`src/rtl/main_ctrl_fsm.sv`:
```
// -----------------------------------------------------------------------------
// main_ctrl_fsm
// Multicycle MIPS main controller. A Moore machine that walks one instruction
// through FETCH / DECODE / execute / memory / writeback, driving the datapath
// mux selects, write enables and the ALUOp code for the ALU decoder.
//
// Ports
//   clk       in   rising-edge clock
//   reset     in   synchronous, active-high
//   Op        in   opcode IR[31:26], sampled only when leaving DECODE
//   Zero      in   ALU zero flag, qualifies PCEn in BRANCH
//   IorD      out  memory address select (0=PC, 1=ALUOut)
//   ALUSrcA   out  ALU A select (0=PC, 1=reg A)
//   ALUSrcB   out  ALU B select (00=B, 01=4, 10=SignImm, 11=SignImm<<2)
//   ALUOp     out  ALU decoder code (00 add, 01 sub, 10 funct)
//   PCSrc     out  next-PC select (00=ALUResult, 01=ALUOut, 10=jump)
//   RegDst    out  destination register (0=rt, 1=rd)
//   MemtoReg  out  writeback data (0=ALUOut, 1=memory data)
//   IRWrite, PCWrite, RegWrite, MemWrite, Branch   out  enables
//   PCEn      out  PCWrite | (Branch & Zero)
//   Illegal   out  unsupported opcode seen in DECODE
// -----------------------------------------------------------------------------
module main_ctrl_fsm (
  input  logic       clk,
  input  logic       reset,
  input  logic [5:0] Op,
  input  logic       Zero,
  output logic       IorD,
  output logic       ALUSrcA,
  output logic [1:0] ALUSrcB,
  output logic [1:0] ALUOp,
  output logic [1:0] PCSrc,
  output logic       RegDst,
  output logic       MemtoReg,
  output logic       IRWrite,
  output logic       PCWrite,
  output logic       RegWrite,
  output logic       MemWrite,
  output logic       Branch,
  output logic       PCEn,
  output logic       Illegal
);

  localparam logic [5:0] OP_LW   = 6'b100011;
  localparam logic [5:0] OP_SW   = 6'b101011;
  localparam logic [5:0] OP_RTYP = 6'b000000;
  localparam logic [5:0] OP_BEQ  = 6'b000100;
  localparam logic [5:0] OP_ADDI = 6'b001000;
  localparam logic [5:0] OP_J    = 6'b000010;

  typedef enum logic [3:0] {
    S_FETCH   = 4'd0,
    S_DECODE  = 4'd1,
    S_MEMADR  = 4'd2,
    S_MEMRD   = 4'd3,
    S_MEMWB   = 4'd4,
    S_MEMWR   = 4'd5,
    S_EXECUTE = 4'd6,
    S_ALUWB   = 4'd7,
    S_BRANCH  = 4'd8,
    S_ADDIEX  = 4'd9,
    S_ADDIWB  = 4'd10,
    S_JUMP    = 4'd11
  } state_t;

  typedef struct packed {
    logic       iord;
    logic       alusrca;
    logic [1:0] alusrcb;
    logic [1:0] aluop;
    logic [1:0] pcsrc;
    logic       regdst;
    logic       memtoreg;
    logic       irwrite;
    logic       pcwrite;
    logic       regwrite;
    logic       memwrite;
    logic       branch;
  } ctrl_t;

  // Control word for each state; anything not set stays 0.
  function automatic ctrl_t state_ctrl(input state_t s);
    ctrl_t c;
    c = '0;
    case (s)
      S_FETCH:   begin c.alusrcb = 2'b01; c.irwrite = 1'b1; c.pcwrite = 1'b1; end
      S_DECODE:  c.alusrcb = 2'b11;
      S_MEMADR,
      S_ADDIEX:  begin c.alusrca = 1'b1; c.alusrcb = 2'b10; end
      S_MEMRD:   c.iord = 1'b1;
      S_MEMWB:   begin c.memtoreg = 1'b1; c.regwrite = 1'b1; end
      S_MEMWR:   begin c.iord = 1'b1; c.memwrite = 1'b1; end
      S_EXECUTE: begin c.alusrca = 1'b1; c.aluop = 2'b10; end
      S_ALUWB:   begin c.regdst = 1'b1; c.regwrite = 1'b1; end
      S_BRANCH:  begin
        c.alusrca = 1'b1; c.aluop = 2'b01; c.pcsrc = 2'b01; c.branch = 1'b1;
      end
      S_ADDIWB:  c.regwrite = 1'b1;
      S_JUMP:    begin c.pcsrc = 2'b10; c.pcwrite = 1'b1; end
      default:   c = '0;
    endcase
    return c;
  endfunction

  // lw/sw share MEMADR; the sw/lw choice is remembered from DECODE so that
  // Op is only ever looked at on the DECODE exit edge.
  function automatic state_t next_state(input state_t s, input logic [5:0] op,
                                        input logic is_sw);
    state_t n;
    n = S_FETCH;
    case (s)
      S_FETCH:   n = S_DECODE;
      S_DECODE:
        case (op)
          OP_LW, OP_SW: n = S_MEMADR;
          OP_RTYP:      n = S_EXECUTE;
          OP_BEQ:       n = S_BRANCH;
          OP_ADDI:      n = S_ADDIEX;
          OP_J:         n = S_JUMP;
          default:      n = S_FETCH;
        endcase
      S_MEMADR:  n = is_sw ? S_MEMWR : S_MEMRD;
      S_MEMRD:   n = S_MEMWB;
      S_EXECUTE: n = S_ALUWB;
      S_ADDIEX:  n = S_ADDIWB;
      default:   n = S_FETCH;
    endcase
    return n;
  endfunction

  state_t r_state;
  ctrl_t  r_ctrl;
  logic   r_is_sw;
  logic   r_in_decode;
  state_t w_next;
  logic   w_legal_op;
  logic   w_run;

  assign w_next     = next_state(r_state, Op, r_is_sw);
  assign w_legal_op = (Op == OP_LW) || (Op == OP_SW) || (Op == OP_RTYP) ||
                      (Op == OP_BEQ) || (Op == OP_ADDI) || (Op == OP_J);

  // NOTE: state and registered outputs use <= so every register in this block
  // samples the pre-edge values; a blocking = would leak the new state into the
  // output decode within the same edge.
  always_ff @(posedge clk) begin
    if (reset) begin
      r_state     <= S_FETCH;
      r_ctrl      <= state_ctrl(S_FETCH);
      r_is_sw     <= 1'b0;
      r_in_decode <= 1'b0;
    end else begin
      r_state     <= w_next;
      r_ctrl      <= state_ctrl(w_next);
      r_in_decode <= (w_next == S_DECODE);
      if (r_state == S_DECODE) r_is_sw <= (Op == OP_SW);
    end
  end

  // NOTE: enables are gated by reset combinationally so they are 0 for the
  // whole reset cycle, including the very first one before any edge has
  // loaded the registers.
  assign w_run = ~reset;

  assign IorD     = r_ctrl.iord;
  assign ALUSrcA  = r_ctrl.alusrca;
  assign ALUSrcB  = r_ctrl.alusrcb;
  assign ALUOp    = r_ctrl.aluop;
  assign PCSrc    = r_ctrl.pcsrc;
  assign RegDst   = r_ctrl.regdst;
  assign MemtoReg = r_ctrl.memtoreg;
  assign IRWrite  = w_run & r_ctrl.irwrite;
  assign PCWrite  = w_run & r_ctrl.pcwrite;
  assign RegWrite = w_run & r_ctrl.regwrite;
  assign MemWrite = w_run & r_ctrl.memwrite;
  assign Branch   = w_run & r_ctrl.branch;
  assign PCEn     = w_run & (r_ctrl.pcwrite | (r_ctrl.branch & Zero));
  assign Illegal  = w_run & r_in_decode & ~w_legal_op;

endmodule

```
`config.mk`:
```
export PLATFORM = sky130hd
export DESIGN_NAME = main_ctrl_fsm
export DESIGN_NICKNAME = d
export VERILOG_FILES = /design/src/rtl/main_ctrl_fsm.sv
export SDC_FILE = /design/constraint.sdc
export NUM_CORES = 1
export LEC_CHECK = 0
export ABC_AREA = 1
export BUFFER_PORTS_ARGS = -buffer_cell sky130_fd_sc_hd__buf_2
export CAP_MARGIN = 20
export CORE_MARGIN = 2
export CORE_UTILIZATION = 40
export CTS_BUF_LIST = sky130_fd_sc_hd__clkbuf_4
export DETAILED_ROUTE_END_ITERATION = 6
export PLACE_DENSITY = 0.67
export SYNTH_ARGS = -nofsm -noshare
export SYNTH_HDL_FRONTEND = slang
export SYNTH_SLANG_ARGS = --single-unit
```
`constraint.sdc`:
```
create_clock -name clk -period 1.26 [get_ports clk]
set_clock_uncertainty 0.05 [all_clocks]
set_input_delay 0.252 -clock clk [delete_from_list [all_inputs] [get_ports clk]]
set_output_delay 0.252 -clock clk [all_outputs]
set_load 0.03 [all_outputs]
```
==> flow_summary.yaml <==
worst_setup_path:
  r2r_cells: 10
  crit_path_end: "ALUSrcA"
  r2r_slack_ns: -0.11
  cp-startpoint: "r_state[3]"
  critical_path.cell_chain: "buf_4, nand3_2, nand2_4, nor2_4, nand2_4, nor2_4, nand3_2, nand2_1, inv_1, nand2_1"
  critPathMaxFanout: 4
  worstReg2RegEnd: "ALUSrcA"
  r2r_start: "r_state[3]"
  arrival_ns: 1.58
  cp.depth: 10
  crit_buf_inv: 2
  cp-end-kind: "register"
  required_ns: 1.47
  start_kind: "register"
  path_class: "register to register"
  crit_family: "simple AND/OR/NAND/NOR gates"
  slowest_delay_ns: 0.38
  crit_slowest_cell: "dfxtp_4"
drt:
  drc: 0
  detail_route.wl_per_cell_um: 11.1
  firstDrtPassIters: 4
  routed-via-count: 943
  via_per_inst: 4.76
  postRouteAntennaNets: 0
  routed_wl_um: 2210
  first_iter_violations: 12
floorplan:
  die-area_um2: 2670
  start_util: 0.416
  core_um2: 2190
  rows: 17
  pin_count: 26
  die_height_um: 51.7
  die_w_um: 51.7
power:
  p_switching_mw: 0.359
  switching_share: 0.301
  power_frac_comb: 0.213
  irDropWorstVdd_v: 0.000487
  report.power.total_mw: 1.19
  p_per_area_nw_per_um2: 842
  leakagePower_nw: 0.734
  clockPowerShare: 0.264
  seq_power_share: 0.523
  internal_power_mw: 0.835
yosys:
  syn_avg_cell_area_um2: 7.01
  syn-num-nets: 139
  synth_seq_area_share: 0.418
  yosys.area.top_type_share: 0.418
  yosysMostFrequentCell: "nand2_1"
  synth-seq-cells: 19
  synth.distinct_cells: 20
  syn_inst: 130
  synth_area_leaders: "dfxtp_1 (42%), nand2_1 (9.5%), nor2_1 (8.2%)"
  synthArstFlopShare: 0
  syn_area_um2: 911
  yosys_warnings: 0
  synthFlopType: "dfxtp_1"
  yosys-top-cells-count: "nand2_1 (23), nor2_1 (20), dfxtp_1 (19), inv_1 (17), nand3_1 (13)"
  synth.largest_area_cell: "dfxtp_1"
  synth-edff-count: 0
global_route:
  antenna_found_initial: 0
  busiest_layer: "met2"
  grt_pass1_vias: 836
  grt_max_degree: 12
  grt_util_met2: 0.314
  grt_overflow: 0
  met1_usage: 0.188
  grt_util_met3: 0.0172
  grt_usage: 0.171
  grt_pass1_wl_um: 3380
timing:
  slew_violations: 0
  relSlewSlack: 0.794
  setup_ws_ns: -0.112
  timing.fmax_mhz: 729
  setup_viol: 10
  tns_ns: -0.426
  rsz0062_at_grt: "yes"
  worst_pin_slew_ns: 0.306
  final-hold-violation-count: 0
  fin_crit_sh: 1.09
  fin_crit_ns: 1.37
clocking:
  cts_tree: "built"
  cts_hold_buffers: 0
  h-tree-depth: 1
  clkLatencyLatePin_ns: 0.31
  cts_root_buffer: "clkbuf_4"
  path_clk_slew_ns: 0.11
  cts_buffer_depth: 2
  cts.sinks: 19
  numCtsBuffers: 3
finish:
  diodes: 0
  post_route_cells_drive_above_1_share: 0.588
  final_nets: 180
  areaGrowthSynthToFinish_pct: 55.6
  final_util: 0.647
  stdcell_area_um2: 1420
placed_design:
  place_hpwl_um: 1490
  io_buffers: 25
  place_ws_ns: -0.190
  place.gp.congestion: 0.773
  placed_area_um2: 1160
flow_run:
  maxCapViolCount: 0
min_path:
  hp-class: "primary input to register"
outcome:
  status: "complete, but fails checks"
  violations: "negative setup slack"
kinds of logic after synthesis:
group,count (synthesis),synth area share
simple gates,73,0.378
buf+inv,30,0.152
flops,19,0.418
compound gates,8,0.0522
final cells by class:
| class | count | area (um2) |
|---|---|---|
| Sequential cell | 19 | 399 |
| Fill cell | 202 | 773 |
| Tap cell | 28 | 35.0 |
| Clock inverter | 1 | 5.00 |
| Inverter | 21 | 86.3 |
| Clock buffer | 3 | 22.5 |
| Timing Repair Buffer | 45 | 320 |
| Multi-Input combinational cell | 81 | 549 |
what timing repair did:
action                                  in CTS  in global routing
pin swaps                                    2                 12
resized for setup                           13                 52
endpoints found under the setup margin      12                 16
buffers inserted                             1                  3
hold endpoints to repair                     0                  0
worst min path at each step:
stage                       start    endpoint  slack, ns  cells after the start
after CTS                   reset  r_state[3]       0.23                      3
after global routing        reset  r_state[3]       0.25                      3
final                       reset  r_state[3]       0.24                      3
after global placement    r_is_sw     r_is_sw       0.43                      2
after floorplan             Op[3]     r_is_sw       0.34                      2
after detailed placement  r_is_sw     r_is_sw       0.43                      2
per-stage QoR:
step / hold slack, ns / std cells
after global routing: 0.253 / 198
after floorplan: 0.345 / 130
after global placement: 0.426 / 191
after CTS: 0.235 / 196
final: 0.239 / 198
after detailed placement: 0.428 / 191
placed cells by master, fill, tap and decap left out, drive strengths merged:
cell	count
a21oi	5
a31oi	1
o21ai	1
nand2	26
o211ai	1
clkinv	1
clkbuf	3
nor3	1
nor2	28
nand4	2
nand3	15
buf	45
nor4	1
inv	21
dfxtp	19
tightest hold or removal path: stages:
cell and delay (ns):
buf_2 0.12, buf_4 0.16, a21oi_1 0.04
sequential cells by signal, summed over array words and instances (netlist names), 2 cells and up:
register / cells
r_state: 4
PCSrc: 2
ALUSrcB: 2
r_ctrl: 4
power by group through the flow:
stage	registers [mW]	clock network, mW	logic (mW)
after floorplan	0.641	0	0.123
after global placement	0.641	0	0.184
after detailed placement	0.641	0	0.190
after CTS	0.626	0.321	0.202
after global routing	0.628	0.339	0.277
final	0.625	0.315	0.254
routing by layer:
layer | wire length, um | up-vias
met1 | 858 | 434
met4 | 59 | 0
met3 | 81 | 5
li1 | - | 480
met5 | 0 | -
met2 | 1210 | 24
(Power assumes the default switching activity.)
